[config.mk]
export PLATFORM = sky130hd
export DESIGN_NAME = seq_divider
export DESIGN_NICKNAME = d
export VERILOG_FILES = /design/src/rtl/div_pkg.sv /design/src/rtl/div_trial_sub.sv /design/src/rtl/seq_divider.sv
export SDC_FILE = /design/constraint.sdc
export NUM_CORES = 1
export LEC_CHECK = 0
export ABC_AREA = 1
export CAP_MARGIN = 20
export CORE_MARGIN = 5
export CORE_UTILIZATION = 40
export CTS_BUF_LIST = sky130_fd_sc_hd__clkbuf_16
export CTS_CLUSTER_DIAMETER = 80
export CTS_CLUSTER_SIZE = 40
export DETAILED_ROUTE_END_ITERATION = 10
export GPL_TIMING_DRIVEN = 0
export PLACE_DENSITY_LB_ADDON = 0.2
export SYNTH_ARGS = -nofsm -noshare
export SYNTH_HDL_FRONTEND = slang
export SYNTH_SLANG_ARGS = --single-unit
[constraint.sdc]
create_clock -name clk -period 2 [get_ports clk]
set_input_delay 0.3 -clock clk [delete_from_list [all_inputs] [get_ports clk]]
set_output_delay 0.3 -clock clk [all_outputs]
set_load 0.01 [all_outputs]
[src/rtl/div_pkg.sv]
// Shared definitions for the sequential divider: FSM state encoding and the default width.
package div_pkg;

    typedef enum logic [1:0] {
        IDLE = 2'd0,
        BUSY = 2'd1,
        DONE = 2'd2
    } state_t;

    localparam int unsigned DEFAULT_WIDTH = 4;

endpackage

[src/rtl/div_trial_sub.sv]
// Combinational (WIDTH+1)-bit trial subtractor for one restoring-division step.
module div_trial_sub
    import div_pkg::*;
#(
    parameter int WIDTH = DEFAULT_WIDTH
) (
    input  logic [WIDTH:0] minuend,
    input  logic [WIDTH:0] subtrahend,
    output logic [WIDTH:0] diff,
    output logic           neg
);

    // The extra top bit of the wide result is the borrow, i.e. the trial went negative.
    always_comb begin
        {neg, diff} = {1'b0, minuend} - {1'b0, subtrahend};
    end

endmodule

[src/rtl/seq_divider.sv]
// Restoring sequential divider, one quotient bit per cycle, MSB first.
// Define SEQ_DIVIDER_SIGNED_EN for two's-complement operands (magnitude divide plus sign fix-up).
module seq_divider
    import div_pkg::*;
#(
    parameter int WIDTH = DEFAULT_WIDTH
) (
    input  logic             clk,
    input  logic             rst,
    input  logic             Start,
    input  logic [WIDTH-1:0] Dividend,
    input  logic [WIDTH-1:0] Divisor,
    output logic             Busy,
    output logic             Done,
    output logic [WIDTH-1:0] Quotient,
    output logic [WIDTH-1:0] Remainder,
    output logic             DivByZero
);

    localparam int CW = $clog2(WIDTH);

    state_t           state;
    logic [WIDTH-1:0] quo_sr;
    logic [WIDTH-1:0] dvs_r;
    logic [WIDTH-1:0] rem_r;
    logic [CW-1:0]    step;

    logic [WIDTH:0]   trial_a;
    logic [WIDTH:0]   trial_diff;
    logic             trial_neg;
    logic             unused_diff_msb;
    logic [WIDTH-1:0] q_next;
    logic [WIDTH-1:0] r_next;
    logic [WIDTH-1:0] q_fin;
    logic [WIDTH-1:0] r_fin;
    logic [WIDTH-1:0] dvd_in;
    logic [WIDTH-1:0] dvs_in;

    // The dividend shifts out of quo_sr's top while quotient bits shift in at the bottom.
    assign trial_a = {rem_r, quo_sr[WIDTH-1]};

    div_trial_sub #(.WIDTH(WIDTH)) u_trial (
        .minuend    (trial_a),
        .subtrahend ({1'b0, dvs_r}),
        .diff       (trial_diff),
        .neg        (trial_neg)
    );

    assign unused_diff_msb = trial_diff[WIDTH];
    assign q_next = {quo_sr[WIDTH-2:0], ~trial_neg};
    assign r_next = trial_neg ? trial_a[WIDTH-1:0] : trial_diff[WIDTH-1:0];

`ifdef SEQ_DIVIDER_SIGNED_EN
    logic q_neg;
    logic r_neg;

    assign dvd_in = Dividend[WIDTH-1] ? -Dividend : Dividend;
    assign dvs_in = Divisor[WIDTH-1]  ? -Divisor  : Divisor;
    assign q_fin  = q_neg ? -q_next : q_next;
    assign r_fin  = r_neg ? -r_next : r_next;
`else
    assign dvd_in = Dividend;
    assign dvs_in = Divisor;
    assign q_fin  = q_next;
    assign r_fin  = r_next;
`endif

    always_ff @(posedge clk or posedge rst) begin
        if (rst) begin
            state     <= IDLE;
            Busy      <= 1'b0;
            Done      <= 1'b0;
            Quotient  <= '0;
            Remainder <= '0;
            DivByZero <= 1'b0;
            quo_sr    <= '0;
            dvs_r     <= '0;
            rem_r     <= '0;
            step      <= '0;
`ifdef SEQ_DIVIDER_SIGNED_EN
            q_neg     <= 1'b0;
            r_neg     <= 1'b0;
`endif
        end else begin
            case (state)
                IDLE: begin
                    if (Start) begin
                        if (Divisor == '0) begin
                            state     <= DONE;
                            Done      <= 1'b1;
                            Quotient  <= '1;
                            Remainder <= Dividend;
                            DivByZero <= 1'b1;
                        end else begin
                            state  <= BUSY;
                            Busy   <= 1'b1;
                            quo_sr <= dvd_in;
                            dvs_r  <= dvs_in;
                            rem_r  <= '0;
                            step   <= '0;
`ifdef SEQ_DIVIDER_SIGNED_EN
                            q_neg  <= Dividend[WIDTH-1] ^ Divisor[WIDTH-1];
                            r_neg  <= Dividend[WIDTH-1];
`endif
                        end
                    end
                end
                BUSY: begin
                    quo_sr <= q_next;
                    rem_r  <= r_next;
                    step   <= step + 1'b1;
                    if (step == CW'(WIDTH - 1)) begin
                        state     <= DONE;
                        Busy      <= 1'b0;
                        Done      <= 1'b1;
                        Quotient  <= q_fin;
                        Remainder <= r_fin;
                        DivByZero <= 1'b0;
                    end
                end
                DONE: begin
                    state <= IDLE;
                    Done  <= 1'b0;
                end
                default: begin
                    state <= IDLE;
                    Busy  <= 1'b0;
                    Done  <= 1'b0;
                end
            endcase
        end
    end

endmodule

# After elaboration in Yosys (flattened, before gate mapping)
# Index checks and enable logic that the tools add are counted.
[word_totals]
reg_bits = 27
in_bits = 11
[classes]
n_addsub = 2
eq_ne = 7
muxes = 31
bitwise = 3
reduce_logical = 9
[ops]
columns = ["cell", "count"]
rows = [
  ["4-bit 2-to-1 mux", 11],
  ["4-bit one-hot mux with 2 select lines", 4],
  ["2-bit 2-to-1 mux", 5],
  ["3-bit AND reduction", 3],
  ["2-bit != test (second input constant)", 4],
  ["2-bit one-hot mux with 2 select lines", 2],
  ["4-bit AND reduction", 2],
  ["1-bit 2-to-1 mux", 6],
  ["5-bit by 4-bit subtractor with 6-bit output", 1],
  ["2-bit equality test (second input constant)", 2],
  ["4-bit zero test", 1],
  ["1-bit one-hot mux with 2 select lines", 2],
  ["1-bit inverter", 3],
  ["1-bit one-hot mux with 3 select lines", 1],
  ["2-bit by 1-bit adder with 2-bit output (second input constant)", 1],
  ["2-bit by 1-bit equality test with 1-bit output (second input constant)", 1],
  ["2-bit zero test", 1],
  ["2-bit AND reduction", 1],
  ["2-bit nonzero test", 1],
]

# Longest topological paths before layout
[depth]
word_depth = 4
depth_mapped = 11

# Modules after synthesis
# A second synthesis with hierarchy kept.
[unflattened]
hier_cells = 209
hier_area_um2 = 1652.8
[modules_own_cells]
columns = ["module", "n_inst", "cells_per_inst", "area_each_um2", "seq_area_each_um2"]
rows = [
  ["seq_divider", 1, 161, 1378.8, 675.6],
  ["div_trial_sub", 1, 48, 274.0, 0.0],
]

# Worst setup path before layout
# No wires, ideal clock.
[synth_path]
path_kind = "register -> register"
from = "register quo_sr[3]"
to = "register Remainder[2]"
setup_time_ps = 113
arrival_ps = 1360
slack_ps = 527
stages_incl_launch_ff = 10
n_path_buf = 0
synth_period_minus_slack_ps = 1473
path_cell_list = "dfrtp_1 > inv_1 > ha_1 > inv_1 > fa_1 > xor2_1 > nand3_1 > nand3_1 > nand2_1 > inv_1"
[synth_via]
elab_chain_len = 4
[synth_lines]
columns = ["element", "line", "text"]
rows = [
  ["start: declaration", "seq_divider.sv:23", "logic [WIDTH-1:0] quo_sr;"],
  ["start signal: assignment", "seq_divider.sv:97", "quo_sr <= dvd_in;"],
  ["start signal: assignment", "seq_divider.sv:109", "quo_sr <= q_next;"],
  ["5-bit by 4-bit subtractor with 6-bit output", "div_trial_sub.sv:15", "{neg, diff} = {1'b0, minuend} - {1'b0, subtrahend};"],
  ["4-bit 2-to-1 mux", "seq_divider.sv:51", "assign r_next = trial_neg ? trial_a[WIDTH-1:0] : trial_diff[WIDTH-1:0];"],
  ["4-bit 2-to-1 mux", "seq_divider.sv:112", "if (step == CW'(WIDTH - 1)) begin"],
  ["4-bit one-hot mux with 2 select lines", "seq_divider.sv:85", "case (state)"],
  ["end signal: assignment", "seq_divider.sv:92", "Remainder <= Dividend;"],
  ["end signal: assignment", "seq_divider.sv:117", "Remainder <= r_fin;"],
  ["end: declaration", "seq_divider.sv:16", "output logic [WIDTH-1:0] Remainder,"],
]
# No other way between the ends. The select of a mux whose other input is x is not followed.
# A chain may end at the register's enable or synchronous reset.

# Worst setup path in the final report
[layout_path]
from = "register rem_r[2]"
to = "register Remainder[0]"
[layout_via]
elab_chain_len = 4
[layout_lines]
columns = ["element", "line", "text"]
rows = [
  ["start: declaration", "seq_divider.sv:25", "logic [WIDTH-1:0] rem_r;"],
  ["start signal: assignment", "seq_divider.sv:110", "rem_r <= r_next;"],
  ["5-bit by 4-bit subtractor with 6-bit output", "div_trial_sub.sv:15", ""],
  ["4-bit 2-to-1 mux", "seq_divider.sv:51", ""],
  ["4-bit 2-to-1 mux", "seq_divider.sv:112", ""],
  ["4-bit one-hot mux with 2 select lines", "seq_divider.sv:85", ""],
]
# No other way between the ends. The select of a mux whose other input is x is not followed.

==> impl_metrics.tcl <==
set metrics [dict create \
    grt_use_total_pct 13.0 \
    syn2layout_area_growth_pct 27.1 \
    yosysMostFrequentCell "nand2_1" \
    grt_max_degree 28 \
    worst_pin_slew_ps 408 \
    crit_path_start_kind "register" \
    synth_area_sq_um 1400 \
    antenna_found_initial 0 \
    timing.final.crit_period_ps 1780 \
    wirelength_microns 2990 \
    clock_sinks 27 \
    ys.warnings.count 0 \
    slew_headroom_pct 72.7 \
    htreeDepth 1 \
    synth_common_cells "nand2_1 (30), dfrtp_1 (27), inv_1 (27)" \
    synth-edff-count 0 \
    cts_setup_buffers 0 \
    dieArea_sq_um 4770 \
    start_util_pct 41.5 \
    cp-end-kind "register" \
    final_nets 215 \
    slew_viol_final 0 \
    max_freq_ghz 0.561 \
    place_area_sq_um 1660 \
    clkLatencyLatePin_ps 260 \
    syn-num-nets 188 \
    worstPathArrival_ps 1990 \
    finClkSkew_ps 4.82 \
    setup_viol 0 \
    die_h_microns 69.1 \
    fin_setup_tns_ps 0 \
    synth.distinct_cells 25 \
    ys.flop_type "dfrtp_1" \
    post_cts_resized 0 \
    cp_max_fo 5 \
    ys_top_cells_by_area "dfrtp_1 (48%), nand2_1 (8.1%), inv_1 (7.3%)" \
    yosysTopAreaCellShare_pct 48.4 \
    leakagePower_nw 0.882 \
    power_density_nw_per_um2 1680 \
    postRouteAntennaNets 0 \
    path_class "register to register" \
    clkTransAtPathRegs_ps 70 \
    hold_viol_final 0 \
    final_area_sq_um 1770 \
    via_per_inst 4.82 \
    portBuffers 21 \
    post-route-drc-count 0 \
    cts_root_buffer "clkbuf_16" \
    die_x_microns 69.1 \
    status "finished clean" \
    synth-async-reset-ratio_pct 100 \
    tritoncts "built" \
    syn_inst 171 \
    synth-seq-area-share_pct 48.4 \
    cts_buffer_depth 2 \
    postSynthAreaPerCell_sq_um 8.17 \
    rsz0062_at_grt "false" \
    drt-pass1-iter-count 4 \
    crit_required_ps 2210 \
    drt_iter0_drc 79 \
    drive_above_1_share_pct 9.64 \
    wl_per_cell_microns 12.3 \
    synth_area_leader_cell "dfrtp_1" \
    grt_pass1_vias 1211 \
    irDropWorstVdd_uv 785 \
    row_count 21 \
    holdBufCountCts 0 \
    hpwlAfterDp_microns 2240 \
    numCtsBuffers 3 \
    gr-total-overflow 0 \
    core_area_sq_um 3360 \
    place_congestion 0.846 \
    grt_pass1_wl_microns 5130 \
    hp-class "input pin to async pin" \
    fin_crit_sh_pct 89.2 \
    diodes 0 \
    io_pins 22 \
    synth_seq_cells 27 \
    vias 1171 \
    max_cap_violations 0 \
]
[final cells by class]
class                      instances  area, sq um
fill                             338         1590
sequential                        27          676
multi-input combinational        111          589
timing repair buffer              22          238
inverter                          31          119
clock buffer                       3         75.1
tap                               46         57.6
buffer                             2         12.5
clock inverter                     1         7.51
[routing by layer]
layer  up-vias  share of wire [%]  global-route usage, %  wire length, microns
met5         -                  0                      0                     0
met4         0                1.5                   5.86                    46
met3         5                2.9                   1.89                    88
met2        23                 51                   23.3                  1530
met1       551                 44                   15.2                  1330
li1        592                  -                      -                     -
[path summary, 6_finish.rpt]
kind / startpoint / endpoint / slack [ps] / depth (start not counted)
hold reg to reg: dvs_r[0]$_DFFE_PP0P_ / dvs_r[0]$_DFFE_PP0P_ / 490 / 2
setup / recovery: rem_r[2]$_DFFE_PP0P_ / Remainder[0]$_DFFE_PP0P_ / 220 / 9
min in group clk: dvs_r[0]$_DFFE_PP0P_ / dvs_r[0]$_DFFE_PP0P_ / 490 / 2
setup reg to reg: rem_r[2]$_DFFE_PP0P_ / Remainder[0]$_DFFE_PP0P_ / 220 / 9
hold / removal: rst / Quotient[3]$_DFFE_PP0P_ / 240 / 2
max in group asynchronous: rst / dvs_r[3]$_DFFE_PP0P_ / 1370 / 3
[cell families after synthesis]
group | count (synthesis) | share of synthesized area [%]
AO/OA/AOI/OAI | 21 | 7.89
XOR/XNOR | 1 | 0.627
adder cells (fa/ha/maj) | 6 | 5.91
buffers and inverters | 33 | 9.41
flip-flops | 27 | 48.4
AND/OR/NAND/NOR | 83 | 27.8
[through the flow]
| stage | instances | worst slack (ps) | power, mW | utilization (%) | hold WS [ps] |
|---|---|---|---|---|---|
| after global routing | 243 | 41.8 | 3.24 | 52.8 | 257 |
| final | 243 | 217 | 2.98 | 52.8 | 240 |
| after detailed placement | 238 | 301 | 2.52 | 49.5 | 474 |
| after global placement | 238 | 320 | 2.46 | 49.5 | 476 |
| after floorplan | 171 | 527 | 2.01 | - | 353 |
| after CTS | 242 | 228 | 3.01 | 51.9 | 488 |
[power by group]
part | internal [mW] | switching [mW] | total (mW)
registers | 0.800 | 0.141 | 0.941
logic | 0.638 | 0.943 | 1.58
clock network | 0.272 | 0.190 | 0.462
total | 1.71 | 1.27 | 2.98
[state kept, by name, summed over array words and instances (netlist names), 2 cells and up]
register   cells
rem_r          4
quo_sr         4
Remainder      4
Quotient       4
dvs_r          4
step           2
state          2
[critical path, cell delays in order, from the launching register on]
cell	delay, ps
dfrtp_1	410
ha_1	310
inv_1	60
nor2_1	150
nand3_1	200
nand3_1	250
nand3_1	140
nand3_1	120
nand2_1	50
inv_1	40
[layout by cell type (no fill, tap or decap), drive strengths merged]
master	instances
a22o	1
nand4	5
clkdlybuf4s50	21
clkinvlp	1
a21oi	10
inv	31
nand3	17
o21ai	9
fa	1
ha	5
clkbuf	3
buf	3
nor2	22
xor2	1
dfrtp	27
nand2	35
or2	4
a31oi	1
Note: power is estimated with default switching activity, not from simulation.
